[src/rtl/uart_rx_os_pkg.sv]
// Shared UART definitions: receiver state encoding, frame constants and
// the oversample tick divider calculation.
package uart_pkg;

  typedef enum logic [2:0] {
    IDLE     = 3'd0,
    START    = 3'd1,
    DATA     = 3'd2,
    STOP     = 3'd3,
    BRK_WAIT = 3'd4
  } uart_rx_state_t;

  localparam int unsigned UART_DATA_BITS = 8;
  localparam int unsigned UART_OS        = 16;

  // Clocks per oversample tick, rounded to nearest.
  function automatic int unsigned calc_tick_div(input int unsigned clk_hz,
                                                input int unsigned baud,
                                                input int unsigned os);
    return (clk_hz + (baud * os) / 2) / (baud * os);
  endfunction

  function automatic logic maj3(input logic a, input logic b, input logic c);
    return (a & b) | (a & c) | (b & c);
  endfunction

endpackage

[src/rtl/uart_rx_os_if.sv]
// Receiver-to-FIFO/CSR port bundle: byte write port, status pulses and
// the sticky overrun flag with its clear.
interface uart_rx_os_if;
  import uart_pkg::*;

  logic [UART_DATA_BITS-1:0] rx_data;
  logic                      fifo_wr_rq;
  logic                      fifo_full;
  logic                      rx_valid;
  logic                      rx_frame_err;
  logic                      overrun;
  logic                      overrun_clr;
  logic                      rx_busy;

  modport master (
    output rx_data, fifo_wr_rq, rx_valid, rx_frame_err, overrun, rx_busy,
    input  fifo_full, overrun_clr
  );

  modport slave (
    input  rx_data, fifo_wr_rq, rx_valid, rx_frame_err, overrun, rx_busy,
    output fifo_full, overrun_clr
  );

endinterface

[src/rtl/uart_rx_os_tick.sv]
// Free-running oversample tick generator; one-clock pulse every TICK_DIV clocks.
module uart_os_tick #(
  parameter int unsigned TICK_DIV = 163
) (
  input  logic clock,
  input  logic reset,
  output logic tick
);

  localparam int unsigned CW = (TICK_DIV > 1) ? $clog2(TICK_DIV) : 1;

  logic [CW-1:0] cnt;

  assign tick = (cnt == CW'(TICK_DIV - 1));

  always_ff @(posedge clock or negedge reset) begin
    if (!reset) begin
      cnt <= '0;
    end else if (tick) begin
      cnt <= '0;
    end else begin
      cnt <= cnt + 1'b1;
    end
  end

endmodule

[src/rtl/uart_rx_os.sv]
// Single-clock oversampling UART receiver: 2-flop synchroniser, 3-sample
// majority per bit, framing/break detection and RX FIFO write with overrun.
module uart_rx_os
  import uart_pkg::*;
#(
  parameter int unsigned CLK_HZ   = 25_000_000,
  parameter int unsigned BAUD     = 9600,
  parameter int unsigned OS       = UART_OS,
  parameter int unsigned TICK_DIV = calc_tick_div(CLK_HZ, BAUD, OS)
) (
  input  logic               clock,
  input  logic               reset,
  input  logic               serial_rx,
  uart_rx_os_if.master       bus
);

  localparam int unsigned OSW = $clog2(OS);
  localparam logic [OSW-1:0] IDX_LO   = OSW'(OS / 2 - 1);
  localparam logic [OSW-1:0] IDX_MID  = OSW'(OS / 2);
  localparam logic [OSW-1:0] IDX_HI   = OSW'(OS / 2 + 1);
  localparam logic [OSW-1:0] IDX_LAST = OSW'(OS - 1);
  localparam logic [2:0]     BIT_LAST = 3'(UART_DATA_BITS - 1);

  logic rx_meta, rx_s;
  logic tick;

  uart_rx_state_t            state;
  logic [OSW-1:0]            os_cnt;
  logic [OSW-1:0]            os_nxt;
  logic [2:0]                bit_idx;
  logic [UART_DATA_BITS-1:0] shift;
  logic                      smp_a, smp_b;
  logic                      bit_v;

  logic [UART_DATA_BITS-1:0] rx_data;
  logic                      rx_valid;
  logic                      rx_frame_err;
  logic                      overrun;

  uart_os_tick #(
    .TICK_DIV(TICK_DIV)
  ) u_tick (
    .clock(clock),
    .reset(reset),
    .tick (tick)
  );

  always_ff @(posedge clock or negedge reset) begin
    if (!reset) begin
      rx_meta <= 1'b1;
      rx_s    <= 1'b1;
    end else begin
      rx_meta <= serial_rx;
      rx_s    <= rx_meta;
    end
  end

  // os_cnt holds the index of the sample taken on the most recent tick.
  always_comb begin
    os_nxt = (os_cnt == IDX_LAST) ? '0 : os_cnt + 1'b1;
    bit_v  = maj3(smp_a, smp_b, rx_s);
  end

  always_ff @(posedge clock or negedge reset) begin
    if (!reset) begin
      state        <= IDLE;
      os_cnt       <= '0;
      bit_idx      <= '0;
      shift        <= '0;
      smp_a        <= 1'b1;
      smp_b        <= 1'b1;
      rx_data      <= '0;
      rx_valid     <= 1'b0;
      rx_frame_err <= 1'b0;
    end else begin
      rx_valid     <= 1'b0;
      rx_frame_err <= 1'b0;
      if (tick) begin
        case (state)
          IDLE: begin
            if (!rx_s) begin
              state  <= START;
              os_cnt <= '0;
            end
          end
          BRK_WAIT: begin
            if (rx_s) state <= IDLE;
          end
          default: begin
            os_cnt <= os_nxt;
            if (os_nxt == IDX_LO)  smp_a <= rx_s;
            if (os_nxt == IDX_MID) smp_b <= rx_s;
            // Resolve and end-of-bit never coincide since OS >= 8.
            if (os_nxt == IDX_HI) begin
              case (state)
                START: if (bit_v) state <= IDLE;
                DATA:  shift <= {bit_v, shift[UART_DATA_BITS-1:1]};
                STOP: begin
                  if (bit_v) begin
                    rx_data  <= shift;
                    rx_valid <= 1'b1;
                    state    <= IDLE;
                  end else begin
                    rx_frame_err <= 1'b1;
                    state        <= BRK_WAIT;
                  end
                end
                default: ;
              endcase
            end
            if (os_cnt == IDX_LAST) begin
              case (state)
                START: begin
                  state   <= DATA;
                  bit_idx <= '0;
                end
                DATA: begin
                  if (bit_idx == BIT_LAST) state <= STOP;
                  else                     bit_idx <= bit_idx + 1'b1;
                end
                default: ;
              endcase
            end
          end
        endcase
      end
    end
  end

  // Set has priority over clear so a drop in the clearing cycle is not lost.
  always_ff @(posedge clock or negedge reset) begin
    if (!reset) begin
      overrun <= 1'b0;
    end else if (rx_valid && bus.fifo_full) begin
      overrun <= 1'b1;
    end else if (bus.overrun_clr) begin
      overrun <= 1'b0;
    end
  end

  assign bus.rx_data      = rx_data;
  assign bus.rx_valid     = rx_valid;
  assign bus.fifo_wr_rq   = rx_valid & ~bus.fifo_full;
  assign bus.rx_frame_err = rx_frame_err;
  assign bus.overrun      = overrun;
  assign bus.rx_busy      = (state != IDLE);

endmodule

[src/flat_wrapper.sv]
// flat-port wrapper written by rule: the top's interface ports become plain ports
module uart_rx_os_flat import uart_pkg::*;
#(
  parameter int unsigned CLK_HZ   = 25_000_000,
  parameter int unsigned BAUD     = 9600,
  parameter int unsigned OS       = UART_OS,
  parameter int unsigned TICK_DIV = calc_tick_div(CLK_HZ, BAUD, OS)
)
  (clock, reset, serial_rx, bus_rx_data, bus_fifo_wr_rq, bus_rx_valid, bus_rx_frame_err, bus_overrun, bus_rx_busy, bus_fifo_full, bus_overrun_clr);
  uart_rx_os_if bus_i ();
  input  logic clock;
  input  logic reset;
  input  logic serial_rx;
  output wire logic [$bits(bus_i.rx_data)-1:0] bus_rx_data;
  output wire logic [$bits(bus_i.fifo_wr_rq)-1:0] bus_fifo_wr_rq;
  output wire logic [$bits(bus_i.rx_valid)-1:0] bus_rx_valid;
  output wire logic [$bits(bus_i.rx_frame_err)-1:0] bus_rx_frame_err;
  output wire logic [$bits(bus_i.overrun)-1:0] bus_overrun;
  output wire logic [$bits(bus_i.rx_busy)-1:0] bus_rx_busy;
  input wire logic [$bits(bus_i.fifo_full)-1:0] bus_fifo_full;
  input wire logic [$bits(bus_i.overrun_clr)-1:0] bus_overrun_clr;
  assign bus_rx_data = bus_i.rx_data;
  assign bus_fifo_wr_rq = bus_i.fifo_wr_rq;
  assign bus_rx_valid = bus_i.rx_valid;
  assign bus_rx_frame_err = bus_i.rx_frame_err;
  assign bus_overrun = bus_i.overrun;
  assign bus_rx_busy = bus_i.rx_busy;
  assign bus_i.fifo_full = bus_fifo_full;
  assign bus_i.overrun_clr = bus_overrun_clr;
  uart_rx_os #(.CLK_HZ(CLK_HZ), .BAUD(BAUD), .OS(OS), .TICK_DIV(TICK_DIV)) u_core (.clock(clock), .reset(reset), .serial_rx(serial_rx), .bus(bus_i));
endmodule
[config.mk]
export PLATFORM = sky130hd
export DESIGN_NAME = uart_rx_os_flat
export DESIGN_NICKNAME = d
export VERILOG_FILES = /design/src/rtl/uart_rx_os_pkg.sv /design/src/rtl/uart_rx_os_if.sv /design/src/rtl/uart_rx_os_tick.sv /design/src/rtl/uart_rx_os.sv /design/src/flat_wrapper.sv
export SDC_FILE = /design/constraint.sdc
export NUM_CORES = 1
export LEC_CHECK = 0
export ABC_AREA = 1
export CORE_ASPECT_RATIO = 0.8
export CORE_UTILIZATION = 30
export DETAILED_ROUTE_END_ITERATION = 7
export PLACE_DENSITY = 0.53
export SYNTH_ARGS = -nofsm -noshare
export SYNTH_HDL_FRONTEND = slang
export SYNTH_SLANG_ARGS = --single-unit
[constraint.sdc]
create_clock -name clock -period 1.94 [get_ports clock]
set_clock_uncertainty 0.2 [all_clocks]
set_input_delay 0.194 -clock clock [delete_from_list [all_inputs] [get_ports clock]]
set_output_delay 0.194 -clock clock [all_outputs]
set_load 0.02 [all_outputs]
==> metrics.cfg, run 1 <==
[status]
outcome=finished clean

[yosys]
synth_edf_count=0
ys_async_sr_fraction=1.000
ys_seq_area_frac=0.5077
avgSynthCellArea_um2=8.791
syn_area_um2=2031
yosysUniqueCellTypes=30
ys_ff_latch=41
synth_nets=244
yosysWarnings=0
synth-main-ff-cell=dfrtp_1
syn_inst=231

[clock_network]
numCtsBuffers=5
clockBufferDepth=2
clk_latency_ps=300
clockRootBuffer=clkbuf_8
cts_tree=done
cts_max_level=2
cts_sinks=41
cts.clk_slew.worst_paths_ps=80

[setup_path]
cp.required_ps=1940
crit_fanout=8
cp-start-kind=register
criticalPathCategory=register to register
crit_arrival_ps=1890
rr_worst_depth=11
crit_path_end_kind=register
ff2ff_setup_slack_ps=40

[die]
die_h_um=75.59
coreArea_um2=6474
fp.dieArea_um2=7104
die_w_um=93.99
start_util=0.3137
rows=26
io_pins=18

[grt]
grt_pass1_wl_mm=6.872
grt_max_degree=21
grt-ovfl-total=0
antenna_found_initial=0
grt_usage=0.1296
grt_pass1_vias=1416

[timing]
rsz0062_at_grt=yes
fin_crit_sh=0.9787
tightest_slew_ps=466.6
slew_headroom=0.6889
holdWs_ps=109.1
timing.fmax_ghz=0.5267
finalHoldViolCount=0
fin_crit_ps=1899
fin_ws_ps=41.23
final-setup-viol-count=0
slew_violations=0

[placed_design]
dp_hpwl_mm=3.010
port_buffers=17
place_ws_ps=-14.54
place_congestion=0.8044

[finish]
multi_input_area_um2=847.1
drive_gt1_frac=0.2210
final_util=0.4080
diodes=0
register_area_um2=1031
final_common_cell=nand2_1
final_cell_mix=49 x nand2_1, 37 x dfrtp_1, 34 x inv_1
syn_to_final_growth_pct=30.07
nFillCells=653
nets=288

[drt]
post_drt_wl_per_cell_um=11.50
num_vias=1568
wl_mm=4.141
avgViaCountPerCell=4.356
drt_iter0_markers=44
antenna_left=0
post-route-drc-count=0
first_pass_iters=4

[power_and_ir_drop]
finalPower_w=0.001711
peakVddDrop_v=0.0003762
power_density_nw_per_um2=647.9
p_leak_nw=1.297

[worst_hold_path]
min-delay-path-class=primary input to register
holdPathStages=1

[job]
cap_violations=0

==> layout make-up <==
type | instances | share of cell area
Clock buffer | 5 | 0.02605
Clock inverter | 3 | 0.02463
Timing Repair Buffer | 39 | 0.1416
Sequential cell | 41 | 0.3903
Multi-Input combinational cell | 148 | 0.3207
Tap cell | 84 | 0.03979
Inverter | 40 | 0.05685
==> registers in the layout, indices dropped and copies added, names as in the netlist <==
| register | cells |
|---|---|
| u_core.bit_idx | 3 |
| u_core.bus.rx_frame_err | 1 |
| u_core.rx_s | 1 |
| u_core.os_cnt | 4 |
| u_core.smp_a | 1 |
| u_core.u_tick.cnt | 8 |
| u_core.bus.rx_data | 8 |
| u_core.state | 3 |
| u_core.bus.rx_valid | 1 |
| u_core.smp_b | 1 |
| u_core.bus.overrun | 1 |
| u_core.shift | 8 |
| u_core.rx_meta | 1 |
==> logic make-up after synthesis <==
group / after synthesis / share of synthesized area
AND/OR/NAND/NOR: 100 / 0.2292
buffers and inverters: 42 / 0.08502
flip-flops: 41 / 0.5077
AO/OA/AOI/OAI: 36 / 0.1115
adder cells (fa/ha/maj): 8 / 0.04929
XOR/XNOR: 4 / 0.01726
==> cell usage after synthesis, types with 2 or more instances <==
| cell | instances | area share |
|---|---|---|
| a21oi_1 | 5 | 0.012 |
| a21oi_2 | 2 | 0.0086 |
| buf_6 | 2 | 0.011 |
| dfrtp_1 | 37 | 0.46 |
| dfstp_2 | 4 | 0.052 |
| ha_1 | 8 | 0.049 |
| inv_1 | 36 | 0.067 |
| inv_2 | 4 | 0.0074 |
| nand2_1 | 50 | 0.092 |
| nand2_2 | 3 | 0.0092 |
| nand3_1 | 16 | 0.039 |
| nand4_1 | 4 | 0.012 |
| nor2_1 | 18 | 0.033 |
| nor3_1 | 3 | 0.0074 |
| o21ai_0 | 8 | 0.020 |
| o21ai_1 | 9 | 0.022 |
| o21ai_2 | 6 | 0.026 |
| o22ai_1 | 2 | 0.0062 |
| xor2_1 | 3 | 0.013 |
==> worst paths after layout <==
kind                                                    from                                end
max in group asynchronous                              reset           u_core.smp_b$_DFFE_PN1P_
worst max-delay path            u_core.os_cnt[1]$_DFFE_PN0P_  u_core.bus.rx_data[0]$_DFFE_PN0P_
worst min-delay path                               serial_rx           u_core.rx_meta$_DFF_PN1_
worst max register to register  u_core.os_cnt[1]$_DFFE_PN0P_  u_core.bus.rx_data[0]$_DFFE_PN0P_
min in group asynchronous                              reset        u_core.shift[5]$_DFFE_PN0P_
worst min register to register      u_core.rx_meta$_DFF_PN1_              u_core.rx_s$_DFF_PN1_
==> worst max-delay path: stages, from the launching register on <==
cell,delay [ps]
dfrtp_1,420
buf_4,160
inv_1,50
ha_1,130
inv_1,40
a21oi_2,150
inv_2,60
nor2_4,130
nand4_4,150
clkbuf_16,210
nand2_1,60
nand2_1,50
==> what timing repair did <==
item                                    in CTS  in global routing
hold endpoints to repair                    18                  0
cloned                                       0                  1
hold buffers                                 1                  0
endpoints found under the setup margin       9                 23
buffers inserted                             1                  4
pin swaps                                    0                  3
resized for setup                            1                  8
==> report_power, final <==
| part | total, W | switching [W] | internal, W |
|---|---|---|---|
| clock | 0.000821 | 0.000310 | 0.000511 |
| sequential | 0.000860 | 0.00000193 | 0.000858 |
| combinational | 0.0000300 | 0.0000197 | 0.0000103 |
| total | 0.00171 | 0.000332 | 0.00138 |
==> metal layers <==
metal | global-route usage | routed length [um] | up-vias
met5 | 0 | 0 | -
met4 | 0.05128 | 61 | 0
met3 | 0.03792 | 196 | 8
met2 | 0.1646 | 1584 | 27
met1 | 0.2005 | 2298 | 707
li1 | - | - | 826
==> per-stage QoR <==
stage | TNS [ps] | instance area [um^2] | instances
floorplan | 0 | 2031 | 231
global placement | 0 | 2404 | 345
detailed placement | -76.52 | 2404 | 345
finish | 0 | 2641 | 360
global route | -468.6 | 2641 | 360
CTS | 0 | 2566 | 355
(Power assumes the default switching activity.)
==> inputs of run 2 (changes only) <==
- CORE_UTILIZATION: 30 -> 51
- CTS_CLUSTER_DIAMETER: unset -> 80
- PLACE_DENSITY: 0.53 -> 0.79
==> metrics.cfg, run 2 (synthesis gave the netlist of run 1 again) <==
[grt]
antenna_found_initial=0  ; unchanged
grt_pass1_wl_mm=6.403  ; was 6.872 mm
grt_usage=0.2014  ; was 0.1296
grt_max_degree=42  ; was 21
grt-ovfl-total=0  ; unchanged
grt_pass1_vias=1396  ; was 1416

[die]
fp.dieArea_um2=4240  ; was 7104 um^2
start_util=0.5339  ; was 0.3137
rows=20  ; was 26
io_pins=18  ; unchanged
coreArea_um2=3804  ; was 6474 um^2
die_w_um=72.55  ; was 93.99 um
die_h_um=58.44  ; was 75.59 um

[timing]
setup-tns-final_ps=0  ; unchanged
tightest_slew_ps=513.6  ; was 466.6 ps
fin_crit_ps=1901  ; was 1899 ps
timing.fmax_ghz=0.5261  ; was 0.5267 GHz
finalHoldViolCount=0  ; unchanged
holdWs_ps=106.2  ; was 109.1 ps
fin_crit_sh=0.9798  ; was 0.9787
slew_headroom=0.6576  ; was 0.6889
final-setup-viol-count=0  ; unchanged
slew_violations=0  ; unchanged

[power_and_ir_drop]
seq_power_share=0.574  ; was 0.502
power_density_nw_per_um2=582.2  ; was 647.9 nW/um^2
cell_internal_pwr_w=0.001188  ; was 0.001379 W
p_clk_frac=0.408  ; was 0.480
switching_share=0.2066  ; was 0.1940
p_comb_frac=0.018  ; about the same
p_switching_w=0.0003094  ; was 0.0003319 W
peakVddDrop_v=0.0004396  ; was 0.0003762 V
p_leak_nw=1.274  ; was 1.297 nW

[clock_network]
cts.clk_slew.worst_paths_ps=80  ; about the same
cts_max_level=2  ; unchanged
clockBufferDepth=2  ; unchanged
clockRootBuffer=clkbuf_8  ; unchanged
cts_sinks=41  ; unchanged
clk_latency_ps=290  ; was 300 ps
numCtsBuffers=5  ; unchanged
cts_tree=done  ; unchanged

[setup_path]
critPathSlowestCell=dfrtp_1  ; unchanged
cp-start-kind=register  ; unchanged
crit_top_cell=nand2_1
cp_slowest_stage_delay_ps=430  ; was 420 ps
cp.required_ps=1930  ; was 1940 ps
crit_fanout=8  ; unchanged
crit_path_end_kind=register  ; unchanged
criticalPathCategory=register to register  ; unchanged
crit_arrival_ps=1890  ; about the same
cp_cell_sequence=ha_2 -> nand2_2 -> nand3_2 -> nand2_1 -> inv_2 -> nor2_4 -> nand4_4 -> clkbuf_16 -> nand2_1 -> nand2_1  ; was buf_4 -> inv_1 -> ha_1 -> inv_1 -> a21oi_2 -> inv_2 -> nor2_4 -> nand4_4 -> clkbuf_16 -> nand2_1 -> nand2_1

[drt]
avgViaCountPerCell=4.928  ; was 4.356
antenna_left=0  ; unchanged
drt_iter0_markers=110  ; was 44
first_pass_iters=4  ; unchanged
post_drt_wl_per_cell_um=12.37  ; was 11.50 um
num_vias=1636  ; was 1568
wl_mm=4.107  ; was 4.141 mm
post-route-drc-count=0  ; unchanged

[placed_design]
place_congestion=0.8907  ; was 0.8044
port_buffers=17  ; unchanged
dp_hpwl_mm=2.795  ; was 3.010 mm

[finish]
multi_input_area_um2=844.6  ; was 847.1 um^2
final_cell_mix=50 x nand2_1, 37 x dfrtp_1, 34 x inv_1  ; was 49 x nand2_1, 37 x dfrtp_1, 34 x inv_1
syn_to_final_growth_pct=26.68  ; was 30.07%
final_common_cell=nand2_1  ; unchanged
nFillCells=312  ; was 653
diodes=0  ; unchanged
reg_top3=u_core.bus.rx_data: 8 flops, u_core.shift: 8 flops, u_core.u_tick.cnt: 8 flops  ; unchanged
register_area_um2=1031  ; unchanged
nets=289  ; was 288
drive_gt1_frac=0.2238  ; was 0.2210

[status]
outcome=finished clean  ; unchanged

[worst_hold_path]
min-delay-path-class=primary input to register  ; unchanged

[job]
cap_violations=0  ; unchanged

run 2: path summary, 6_finish.rpt:
check	startpoint	cells after the start	to	slack, ps
setup / recovery	u_core.os_cnt[1]$_DFFE_PN0P_	10	u_core.bus.rx_data[0]$_DFFE_PN0P_	40
hold / removal	serial_rx	1	u_core.rx_meta$_DFF_PN1_	110
max in group asynchronous	reset	3	u_core.rx_s$_DFF_PN1_	870
hold reg to reg	u_core.rx_meta$_DFF_PN1_	0	u_core.rx_s$_DFF_PN1_	160
min in group asynchronous	reset	3	u_core.bit_idx[2]$_DFFE_PN0P_	290
setup reg to reg	u_core.os_cnt[1]$_DFFE_PN0P_	10	u_core.bus.rx_data[0]$_DFFE_PN0P_	40
run 2: metal layers:
layer | track usage | wire, um | vias to the layer above
met5 | 0 | 0 | -
met4 | 0.07563 | 48 | 0
met3 | 0.04795 | 146 | 8
met2 | 0.2937 | 1778 | 26
met1 | 0.2929 | 2134 | 777
li1 | - | - | 825
run 2: power groups by stage:
stage             logic, W  clock network [W]  registers (W)
5_1_grt          0.0000320           0.000658       0.000860
4_1_cts          0.0000281           0.000618       0.000860
3_3_place_gp     0.0000264                  0       0.000876
3_5_place_dp     0.0000267                  0       0.000876
2_1_floorplan  0.000000971                  0       0.000876
6_report         0.0000269           0.000611       0.000860
run 2: critical path, delay by kind of cell, from the launching register on:
family	cells	cell delay, ps
and+or+nand+nor	7	710
adders and majority gates	1	200
DFF	1	430
buffers and inverters	2	260
run 2: timing repair:
item,CTS,global route
buffers inserted,1,5
gates cloned,0,1
hold buffers,1,0
hold endpoints to repair,37,0
pin swaps,0,4
endpoints found under the setup margin,8,18
resized for setup,1,10
run 2: layout make-up:
type | count | area share
well taps | 55 | 0.02675
clock inverters | 1 | 0.001946
inverters | 40 | 0.05837
clock buffers | 7 | 0.03745
multi-input cells | 148 | 0.3283
repair buffers | 40 | 0.1464
flip-flops and latches | 41 | 0.4008
run 2: through the flow:
| stage | std cells | setup WS, ps | util | power (W) | instance area (um^2) |
|---|---|---|---|---|---|
| 6_report | 332 | 39.12 | 0.6763 | 0.001498 | 2572 |
| 5_1_grt | 332 | -37.01 | 0.6763 | 0.001550 | 2572 |
| 4_1_cts | 326 | 47.46 | 0.6533 | 0.001506 | 2485 |
| 3_5_place_dp | 316 | -5.997 | 0.6191 | 0.0009032 | 2355 |
| 3_3_place_gp | 316 | 54.24 | 0.6191 | 0.0009028 | 2355 |
| 2_1_floorplan | 231 | 69.86 | - | 0.0008771 | 2031 |
